File: config.mk
export PLATFORM = sky130hd
export DESIGN_NAME = sprite_pixel_fetcher
export DESIGN_NICKNAME = d
export VERILOG_FILES = /design/src/rtl/sprite_pkg.sv /design/src/rtl/sprite_anim_counter.sv /design/src/rtl/sprite_pixel_fetcher.sv
export SDC_FILE = /design/constraint.sdc
export NUM_CORES = 1
export LEC_CHECK = 0
export ABC_AREA = 1
export BUFFER_PORTS_ARGS = -buffer_cell sky130_fd_sc_hd__buf_4
export CAP_MARGIN = 15
export CORE_ASPECT_RATIO = 1.25
export CORE_MARGIN = 8
export CORE_UTILIZATION = 60
export DETAILED_ROUTE_END_ITERATION = 8
export GPL_TIMING_DRIVEN = 0
export PLACE_DENSITY = 0.85
export REMOVE_ABC_BUFFERS = 1
export SLEW_MARGIN = 10
export SYNTH_ARGS = -nofsm -noshare
export SYNTH_HDL_FRONTEND = slang
export SYNTH_SLANG_ARGS = --single-unit
File: constraint.sdc
create_clock -name Clk -period 9 [get_ports Clk]
set_input_delay 0 -clock Clk [delete_from_list [all_inputs] [get_ports Clk]]
set_output_delay 0 -clock Clk [all_outputs]
set_load 0.1 [all_outputs]
File: src/rtl/sprite_pkg.sv
// sprite_pkg: shared sprite geometry defaults, pixel/palette types and facing directions.
package sprite_pkg;

    localparam int unsigned SPR_W_DEF       = 32;
    localparam int unsigned SPR_H_DEF       = 32;
    localparam int unsigned ANIM_FRAMES_DEF = 4;
    localparam int unsigned ANIM_DIV_DEF    = 6;
    localparam int unsigned ADDR_W_DEF      = 14;

    typedef logic [9:0] coord_t;
    typedef logic [4:0] pal_idx_t;

    // Row order in the sprite sheet
    typedef enum logic [1:0] {
        DIR_UP,
        DIR_DOWN,
        DIR_LEFT,
        DIR_RIGHT
    } dir_t;

    // Counter width able to hold 0..n-1, never narrower than one bit
    function automatic int unsigned cnt_width(input int unsigned n);
        return (n > 1) ? $clog2(n) : 1;
    endfunction

endpackage

File: src/rtl/sprite_anim_counter.sv
// sprite_anim_counter: walk-cycle sequencing. Divides the game-frame tick by ANIM_DIV and
// steps the animation column 0..ANIM_FRAMES-1; a tick while not moving parks it on column 0.
module sprite_anim_counter
    import sprite_pkg::*;
#(
    parameter int unsigned ANIM_FRAMES = ANIM_FRAMES_DEF,
    parameter int unsigned ANIM_DIV    = ANIM_DIV_DEF,
    parameter int unsigned COL_W       = cnt_width(ANIM_FRAMES)
) (
    input  logic             Clk,
    input  logic             Reset_n,
    input  logic             tick_i,
    input  logic             moving_i,
    output logic [COL_W-1:0] anim_col_o
);

    localparam int unsigned DIV_W = cnt_width(ANIM_DIV);

    logic [DIV_W-1:0] div_cnt_q, div_cnt_d;
    logic [COL_W-1:0] anim_col_q, anim_col_d;

    // Next divider/column value; state only moves on a game-frame tick
    always_comb begin
        div_cnt_d  = div_cnt_q;
        anim_col_d = anim_col_q;
        if (tick_i) begin
            if (!moving_i) begin
                div_cnt_d  = '0;
                anim_col_d = '0;
            end else if (div_cnt_q == DIV_W'(ANIM_DIV - 1)) begin
                div_cnt_d  = '0;
                anim_col_d = (anim_col_q == COL_W'(ANIM_FRAMES - 1)) ? '0
                                                                     : anim_col_q + COL_W'(1);
            end else begin
                div_cnt_d = div_cnt_q + DIV_W'(1);
            end
        end
    end

    // Divider and column registers
    always_ff @(posedge Clk or negedge Reset_n) begin
        if (!Reset_n) begin
            div_cnt_q  <= '0;
            anim_col_q <= '0;
        end else begin
            div_cnt_q  <= div_cnt_d;
            anim_col_q <= anim_col_d;
        end
    end

    assign anim_col_o = anim_col_q;

endmodule

File: src/rtl/sprite_pixel_fetcher.sv
// sprite_pixel_fetcher: per-pixel box test against one animated sprite and sprite-sheet ROM
// address generation, with a fixed 2-cycle pixel-to-output latency around a 1-cycle ROM.
// Position/facing/visibility/animation column are shadowed at frame origin so a frame never tears.
// Optional feature: define SPRITE_MIRROR_EN to honour the mirror input (horizontal flip).
module sprite_pixel_fetcher
    import sprite_pkg::*;
#(
    parameter int unsigned SPR_W       = SPR_W_DEF,
    parameter int unsigned SPR_H       = SPR_H_DEF,
    parameter int unsigned ANIM_FRAMES = ANIM_FRAMES_DEF,
    parameter int unsigned ANIM_DIV    = ANIM_DIV_DEF,
    parameter int unsigned ADDR_W      = ADDR_W_DEF
) (
    input  logic              Clk,
    input  logic              Reset_n,
    input  logic              game_frame_clk_rising_edge,
    input  logic              pix_valid,
    input  logic [9:0]        DrawX,
    input  logic [9:0]        DrawY,
    input  logic [9:0]        sprite_x,
    input  logic [9:0]        sprite_y,
    input  logic [1:0]        sprite_dir,
    input  logic              moving,
    input  logic              visible,
    input  logic              mirror,
    output logic [ADDR_W-1:0] rom_addr,
    input  logic [4:0]        rom_data,
    output logic              out_valid,
    output logic              is_sprite,
    output logic [4:0]        sprite_index
);

    localparam int unsigned COL_W = cnt_width(ANIM_FRAMES);

    // ------------------------------------------------------------------
    // Animation sequencing
    // ------------------------------------------------------------------
    logic [COL_W-1:0] anim_col;

    sprite_anim_counter #(
        .ANIM_FRAMES (ANIM_FRAMES),
        .ANIM_DIV    (ANIM_DIV),
        .COL_W       (COL_W)
    ) u_anim (
        .Clk        (Clk),
        .Reset_n    (Reset_n),
        .tick_i     (game_frame_clk_rising_edge),
        .moving_i   (moving),
        .anim_col_o (anim_col)
    );

    // ------------------------------------------------------------------
    // Frame-origin shadow registers
    // ------------------------------------------------------------------
    logic             frame_origin;
    coord_t           sx_q, sy_q;
    dir_t             dir_q;
    logic             vis_q;
    logic [COL_W-1:0] col_q;

    coord_t           sx_eff, sy_eff;
    dir_t             dir_eff;
    logic             vis_eff;
    logic [COL_W-1:0] col_eff;

    assign frame_origin = pix_valid && (DrawX == '0) && (DrawY == '0);

    // Shadow load at pixel (0,0); anim_col is the pre-tick value even if a tick lands here
    always_ff @(posedge Clk or negedge Reset_n) begin
        if (!Reset_n) begin
            sx_q  <= '0;
            sy_q  <= '0;
            dir_q <= DIR_UP;
            vis_q <= 1'b0;
            col_q <= '0;
        end else if (frame_origin) begin
            sx_q  <= sprite_x;
            sy_q  <= sprite_y;
            dir_q <= dir_t'(sprite_dir);
            vis_q <= visible;
            col_q <= anim_col;
        end
    end

    // The origin pixel itself must already see the freshly latched values
    always_comb begin
        if (frame_origin) begin
            sx_eff  = sprite_x;
            sy_eff  = sprite_y;
            dir_eff = dir_t'(sprite_dir);
            vis_eff = visible;
            col_eff = anim_col;
        end else begin
            sx_eff  = sx_q;
            sy_eff  = sy_q;
            dir_eff = dir_q;
            vis_eff = vis_q;
            col_eff = col_q;
        end
    end

`ifdef SPRITE_MIRROR_EN
    logic mir_q;
    logic mir_eff;

    // Mirror request is shadowed together with position so a flip never starts mid-frame
    always_ff @(posedge Clk or negedge Reset_n) begin
        if (!Reset_n) begin
            mir_q <= 1'b0;
        end else if (frame_origin) begin
            mir_q <= mirror;
        end
    end

    assign mir_eff = frame_origin ? mirror : mir_q;
`else
    logic unused_mirror;
    assign unused_mirror = mirror;
`endif

    // ------------------------------------------------------------------
    // S0: box test and sheet address
    // ------------------------------------------------------------------
    logic [10:0]       px, py, bx, by;
    logic [10:0]       rx, ry, rx_eff;
    logic              in_box;
    logic              hit;
    logic [ADDR_W-1:0] addr_calc;
    logic [ADDR_W-1:0] addr_q;

    // 11-bit compare so a box hanging past the right/bottom edge clips instead of wrapping
    always_comb begin
        px     = {1'b0, DrawX};
        py     = {1'b0, DrawY};
        bx     = {1'b0, sx_eff};
        by     = {1'b0, sy_eff};
        in_box = vis_eff
                 && (px >= bx) && (px < bx + 11'(SPR_W))
                 && (py >= by) && (py < by + 11'(SPR_H));
        rx     = px - bx;
        ry     = py - by;
`ifdef SPRITE_MIRROR_EN
        rx_eff = mir_eff ? (11'(SPR_W - 1) - rx) : rx;
`else
        rx_eff = rx;
`endif
        addr_calc = ADDR_W'(((32'(dir_eff) * SPR_H + 32'(ry)) * ANIM_FRAMES + 32'(col_eff))
                            * SPR_W + 32'(rx_eff));
    end

    // Reset_n gating keeps rom_addr at 0 while reset is held even if pixels keep arriving
    assign hit      = Reset_n && pix_valid && in_box;
    assign rom_addr = hit ? addr_calc : addr_q;

    // Remember the last issued address so out-of-box pixels leave the ROM address unchanged
    always_ff @(posedge Clk or negedge Reset_n) begin
        if (!Reset_n) begin
            addr_q <= '0;
        end else begin
            addr_q <= rom_addr;
        end
    end

    // ------------------------------------------------------------------
    // S1/S2: align valid/hit with the ROM read data
    // ------------------------------------------------------------------
    logic     v1_q, b1_q;
    logic     out_valid_q, is_sprite_q;
    pal_idx_t index_q;

    // Two-stage pipeline; the second stage samples rom_data one cycle after its address
    always_ff @(posedge Clk or negedge Reset_n) begin
        if (!Reset_n) begin
            v1_q        <= 1'b0;
            b1_q        <= 1'b0;
            out_valid_q <= 1'b0;
            is_sprite_q <= 1'b0;
            index_q     <= '0;
        end else begin
            v1_q        <= pix_valid;
            b1_q        <= hit;
            out_valid_q <= v1_q;
            is_sprite_q <= b1_q;
            index_q     <= b1_q ? rom_data : '0;
        end
    end

    assign out_valid    = out_valid_q;
    assign is_sprite    = is_sprite_q;
    assign sprite_index = index_q;

endmodule

# After elaboration in Yosys (flattened, before gate mapping)
# Index checks and enable logic that the tools add are counted.
dict set report classes {
  add_sub_neg 9
  order_cmp 4
  eq_ne 3
  mux 12
  n_reduce_logical 11
}
# operator count
set op_table {}
lappend op_table {{10-bit by 6-bit adder with 11-bit output (second input constant)} 2}
lappend op_table {{10-bit by 11-bit < comparator with 1-bit output} 2}
lappend op_table {{10-bit >= comparator} 2}
lappend op_table {{10-bit logical NOT} 2}
lappend op_table {{10-bit two-way mux} 2}
lappend op_table {{14-bit by 11-bit adder with 14-bit output} 1}
lappend op_table {{14-bit two-way mux} 1}
lappend op_table {{10-bit by 10-bit subtractor with 11-bit output} 1}
lappend op_table {{2-bit two-way mux} 5}
lappend op_table {{9-bit by 2-bit adder with 9-bit output} 1}
lappend op_table {{1-bit logical AND} 8}
lappend op_table {{7-bit adder} 1}
lappend op_table {{7-bit subtractor} 1}
lappend op_table {{3-bit two-way mux} 2}
lappend op_table {{5-bit two-way mux} 1}
lappend op_table {{3-bit by 1-bit adder with 3-bit output (second input constant)} 1}
lappend op_table {{3-bit equality test (second input constant)} 1}
lappend op_table {{2-bit by 1-bit adder with 2-bit output (second input constant)} 1}
lappend op_table {{2-bit equality test (second input constant)} 1}
lappend op_table {{2-bit by 1-bit != test with 1-bit output (second input constant)} 1}
lappend op_table {{2-bit AND reduction} 1}
lappend op_table {{1-bit two-way mux} 1}
dict set report totals {
  ff_bits 53
  output_inout_bits 21
  wordCells 52
}

# Depth between registers and ports, before layout
dict set report logic_depth {
  ltp_word 11
  mapped_depth 30
}

# By module
# Synthesis repeated with hierarchy kept, for this count alone.
dict set report unflattened {
  cells_unflattened 519
  hier_area_um2 4085.2
}
# module instances cells_per_inst area_each_um2 seq_area_each_um2
set modules_own_cells {}
lappend modules_own_cells {sprite_pixel_fetcher 1 489 3837.4 1201.2}
lappend modules_own_cells {sprite_anim_counter 1 30 247.7 125.1}

# Worst setup path after synthesis
# No wires, ideal clock.
dict set report synth_timing {
  path_type {input to register}
  startpoint {input DrawY[5]}
  endpoint {register addr_q[13]}
  setup_ps 384
  arrival_ps 3972
  slack_ps 4643
  cell_stages 25
  path_buffers 1
  path_cell_list {inv_1 -> nand2_2 -> nor2_8 -> nand3_4 -> buf_6 -> mux2_2 -> ha_1 -> inv_1 -> fa_1 -> a21oi_1 -> a21boi_0 -> nand3_1 -> nand3b_1 -> xor2_1 -> inv_1 -> fa_1 -> o21ai_0 -> a21oi_1 -> inv_1 -> a21oi_1 -> nor3_1 -> o21bai_1 -> nand2_1 -> nand3_1 -> nand2_1}
}
dict set report synth_between {
  elab_chain_cells 10
  word_cells_on_any_way 24
  cone_classes {7 x add/sub; 4 x order compare; 6 x mux; 7 x reduce/logical}
}
# element line
set synth_rtl {}
lappend synth_rtl {{start: declaration} sprite_pixel_fetcher.sv:19} ;# input logic [9:0] DrawY,
lappend synth_rtl {{10-bit logical NOT *} sprite_pixel_fetcher.sv:66} ;# assign frame_origin = pix_valid && (DrawX == '0) && (DrawY == '0);
lappend synth_rtl {{1-bit logical AND *} sprite_pixel_fetcher.sv:66}
lappend synth_rtl {{10-bit two-way mux *} sprite_pixel_fetcher.sv:87} ;# if (frame_origin) begin
lappend synth_rtl {{via sx_eff[0]} sprite_pixel_fetcher.sv:61} ;# coord_t sx_eff, sy_eff;
lappend synth_rtl {{10-bit by 6-bit adder with 11-bit output / 10-bit >= comparator (equally long branches)} sprite_pixel_fetcher.sv:138} ;# && (px >= bx) && (px < bx + 11'(SPR_W))
lappend synth_rtl {{10-bit by 11-bit < comparator with 1-bit output / 1-bit logical AND (equally long branches)} sprite_pixel_fetcher.sv:138}
lappend synth_rtl {{1-bit logical AND} sprite_pixel_fetcher.sv:138}
lappend synth_rtl {{1-bit logical AND (2 in a row)} sprite_pixel_fetcher.sv:139} ;# && (py >= by) && (py < by + 11'(SPR_H));
lappend synth_rtl {{1-bit logical AND} sprite_pixel_fetcher.sv:152} ;# assign hit = Reset_n && pix_valid && in_box;
lappend synth_rtl {{14-bit two-way mux *} sprite_pixel_fetcher.sv:153} ;# assign rom_addr = hit ? addr_calc : addr_q;
lappend synth_rtl {{via rom_addr[13]} sprite_pixel_fetcher.sv:26} ;# output logic [ADDR_W-1:0] rom_addr,
lappend synth_rtl {{end signal: assignment} sprite_pixel_fetcher.sv:160} ;# addr_q <= rom_addr;
lappend synth_rtl {{end: declaration} sprite_pixel_fetcher.sv:129} ;# logic [ADDR_W-1:0] addr_q;
# The timed path passes the listed nets; every way through them passes the cells marked *.
# A chain may end at the register's enable or synchronous reset.

# Final worst setup path
dict set report layout_timing {
  startpoint {input pix_valid}
  endpoint {output rom_addr[13]}
}
dict set report layout_between {
  elab_chain_cells 10
  word_cells_on_any_way 25
  cone_classes {7 x add/sub; 4 x order compare; 6 x mux; 8 x reduce/logical}
}
# element line
set layout_rtl {}
lappend layout_rtl {{start: declaration} sprite_pixel_fetcher.sv:17} ;# input logic pix_valid,
lappend layout_rtl {{1-bit logical AND * (2 in a row)} sprite_pixel_fetcher.sv:66}
lappend layout_rtl {{10-bit two-way mux *} sprite_pixel_fetcher.sv:87}
lappend layout_rtl {{via sx_eff[2]} sprite_pixel_fetcher.sv:61}
lappend layout_rtl {{10-bit by 6-bit adder with 11-bit output / 10-bit >= comparator (equally long branches)} sprite_pixel_fetcher.sv:138}
lappend layout_rtl {{10-bit by 11-bit < comparator with 1-bit output / 1-bit logical AND (equally long branches)} sprite_pixel_fetcher.sv:138}
lappend layout_rtl {{1-bit logical AND} sprite_pixel_fetcher.sv:138}
lappend layout_rtl {{1-bit logical AND (2 in a row)} sprite_pixel_fetcher.sv:139}
lappend layout_rtl {{1-bit logical AND} sprite_pixel_fetcher.sv:152}
lappend layout_rtl {{14-bit two-way mux *} sprite_pixel_fetcher.sv:153}
lappend layout_rtl {{end: declaration} sprite_pixel_fetcher.sv:26}
# Marked as above.

==> summary.md <==
| Metric | Value |
|---|---|
| Status | `finished, final reports clean` |
| Vias | `3,706` |
| Post-DP HPWL | `7880 um` |
| Pwr per Cell Area | `~100 mW/mm^2` |
| Post-synth EDFFs | `0` |
| Placed cell areas | `0.00471 sq mm` |
| Top_reg_cell synth | `dfrtp_1` |
| RSZ-0062 raised after global routing | `no` |
| Antenna Cells | `0` |
| Clk pin slew, worst setup/hold paths | `~0.11 ns` |
| Total of max-cap violations | `0` |
| Hold WS | `0.0267 ns` |
| All-Layer GR Usage | `21.0%` |
| I/O pin total | `75` |
| Asr flop ratio synth | `100%` |
| Die Width | `89.9 um` |
| Die Area | `roughly 0.0098 sq mm` |
| #FFs+latches synth | `53` |
| Initial core utilization | `62.1%` |
| Initial antenna violation count | `0` |
| Chip Height | `between 100 and 150 um` |
| Peak VDD IR | `approximately 0.065 mV` |
| Final standard cell area without fillers | `around 0.005 sq mm` |
| NumNets Final | `735` |
| Area Growth Syn to Fin | `22.7%` |
| Vias per cell | `5.17` |
| Slew HR | `54.9%` |
| Part of the cycle the worst path needs | `57.4%` |
| Max Slew Vio Count | `0` |
| Routability cong. | `0.861` |
| Ys Warns | `0` |
| H-tree Lvls | `2` |
| Root buf cell | `clkbuf_8` |
| Crit Path Category | `in -> out` |
| Grt ovf | `0` |
| # port buffers | `73` |
| Final setup TNS | `0 ns` |
| Multi-input gate area | `around 0.0024 sq mm` |
| First-pass GRT wire length | `17,100 um` |
| Comb pwr share | `23.7%` |
| Worst Setup End Kind | `output port` |
| Sw power | `158 uW` |
| Row cnt | `33` |
| Initial DRC Count | `164` |
| # DRC | `0` |
| Setup slack after layout | `3.83 ns` |
| Clock Power Share | `27.9%` |
| Core area | `~0.0066 sq mm` |
| Crit-path max FO | `25` |
| Share of cells above drive strength 1 | `17.1%` |
| Largest net degree at the start of global routing | `55` |
| Fmax | `194 MHz` |
| Data required, critical path | `9.00 ns` |
| CP max stage cell | `dlygate4sd3_1` |
| Post-CTS Setup Inserts | `0` |
| Most frequent cells in the layout | `nand2_1, inv_1, buf_4` |
| Pleak | `0.00283 uW` |
| CTS tree | `built` |
| Register area share after synthesis | `32.3%` |
| Sequential Power Share | `~48%` |
| Tot Pwr | `516 uW` |
| Slew @ Worst Pin | `between 0.6 and 0.7 ns` |
| Most common cell after layout, fill and taps aside | `nand2_1` |
| Most numerous cell on the critical path | `nand2_1` |
| Drt pass-1 iters | `4` |
| Synth Area per Inst | `7.71 sq um` |
| Total detailed-routing wirelength | `roughly 10000 um` |
| Clock sink count | `53` |
| Filler instances | `498` |
| Worst Hold Class | `in -> reg` |
| Arrival time worst endpoint | `5.17 ns` |
| Max incr delay on CP | `roughly 0.52 ns` |
| Min Tclk post-route | `5.17 ns` |
| Mapped Area | `0.00410 sq mm` |
| Vias in the first global route | `3,906` |
| Pre-CTS WS | `4.28 ns` |
| WL/cell | `13.9 um` |
| Mapped Cells | `roughly 530` |
| Seq. cell area | `0.00133 sq mm` |
| Critical Path Start Type | `input pin` |
| Setup violators final | `0` |
| Clk_skew | `~0.010 ns` |
| Final hold viol count | `0` |
| Total CTS buffers | `5` |
| Post-DRT Antenna Nets | `0` |
| CTS Buffer Depth | `2` |
| Pint | `358 uW` |
| Worst skew pair latency | `0.31 ns` |
| Unique masters post-synth | `38` |
| Sw Ratio | `a little under a third` |
==> stage by stage <==
stage,instances,util (%)
3_5_place_dp,686,71.3
6_report,717,76.2
5_1_grt,717,76.2
4_1_cts,717,76.2
2_1_floorplan,526,-
3_3_place_gp,686,71.3
==> per-layer routing <==
metal	track usage [%]	wire length [um]	vias to the layer above
met5	0	0	-
li1	-	-	1865
met1	22.8	4010	1728
met4	9.42	295	0
met3	3.67	411	22
met2	39.3	5260	91
==> cells in the mapped netlist, types with 3 or more instances <==
cell	instances	area, sq um
nand2_1	158	593
inv_1	89	334
dfrtp_1	53	1330
ha_1	44	551
nand3_1	35	175
nor2_1	31	116
a21oi_1	25	125
xor2_1	18	158
nand4_1	9	56.3
fa_1	8	160
o21ai_0	6	30.0
xnor2_1	6	52.6
nand2_2	4	25.0
nor2_2	4	25.0
nor2_4	4	45.0
buf_6	3	33.8
nand3_2	3	30.0
o21ai_1	3	15.0
==> cells by family after synthesis <==
group,after synthesis,share of synthesized area (%)
buf+inv,97,9.55
xor+xnor,24,5.13
simple gates,261,29.3
compound gates,43,5.83
fa+ha+maj,52,17.3
mux,2,0.549
flops,53,32.3
==> layout make-up <==
class                           count  share of cell area [%]
Clock buffer                        5                    1.37
Clock inverter                      3                   0.522
Inverter                           91                    6.79
Multi-Input combinational cell    382                    47.3
Sequential cell                    53                    26.4
Tap cell                           87                    2.16
Timing Repair Buffer               96                    15.5
==> power by group through the flow <==
stage / Sequential (uW) / Combinational, uW / Clock, uW
after floorplan: 254 / 68.6 / 0
after global placement: 253 / 107 / 0
after detailed placement: 254 / 112 / 0
after CTS: 249 / 122 / 148
after global routing: 250 / 138 / 156
final: 249 / 122 / 144
==> flip-flops by register name, indices dropped and copies added (netlist names), 2 cells and up <==
| name | cells |
|---|---|
| dir_q | 2 |
| sy_q | 10 |
| sx_q | 10 |
| u_anim.anim_col_o | 2 |
| u_anim.div_cnt_q | 3 |
| addr_q | 14 |
| col_q | 2 |
| sprite_index | 5 |
==> what timing repair did <==
item                                    4_1_cts  5_1_grt
resized for setup                             0        0
hold buffers                                 23        0
endpoints found under the setup margin        0        0
hold endpoints to repair                     75        0
==> critical path, delay by kind of cell <==
kind	cells	cell delay (ns)
AO/OA/AOI/OAI	5	0.88
adder cells (fa/ha/maj)	2	0.80
AND/OR/NAND/NOR	13	1.67
buffers and inverters	8	1.57
XOR/XNOR	1	0.24
==> final timing paths <==
kind	startpoint	slack [ns]	endpoint	cells past startpoint
min reg2reg	v1_q$_DFF_PN0_	0.38	out_valid$_DFF_PN0_	0
max in group asynchronous	Reset_n	8.29	sx_q[4]$_DFF_PN0_	2
min in group asynchronous	Reset_n	0.26	u_anim.div_cnt_q[0]$_DFFE_PN0P_	2
max	pix_valid	3.83	rom_addr[13]	29
max reg2reg	sx_q[0]$_DFF_PN0_	5.25	addr_q[13]$_DFF_PN0_	20
min	sprite_y[7]	0.03	sy_q[7]$_DFF_PN0_	3
(Power assumes the default switching activity.)
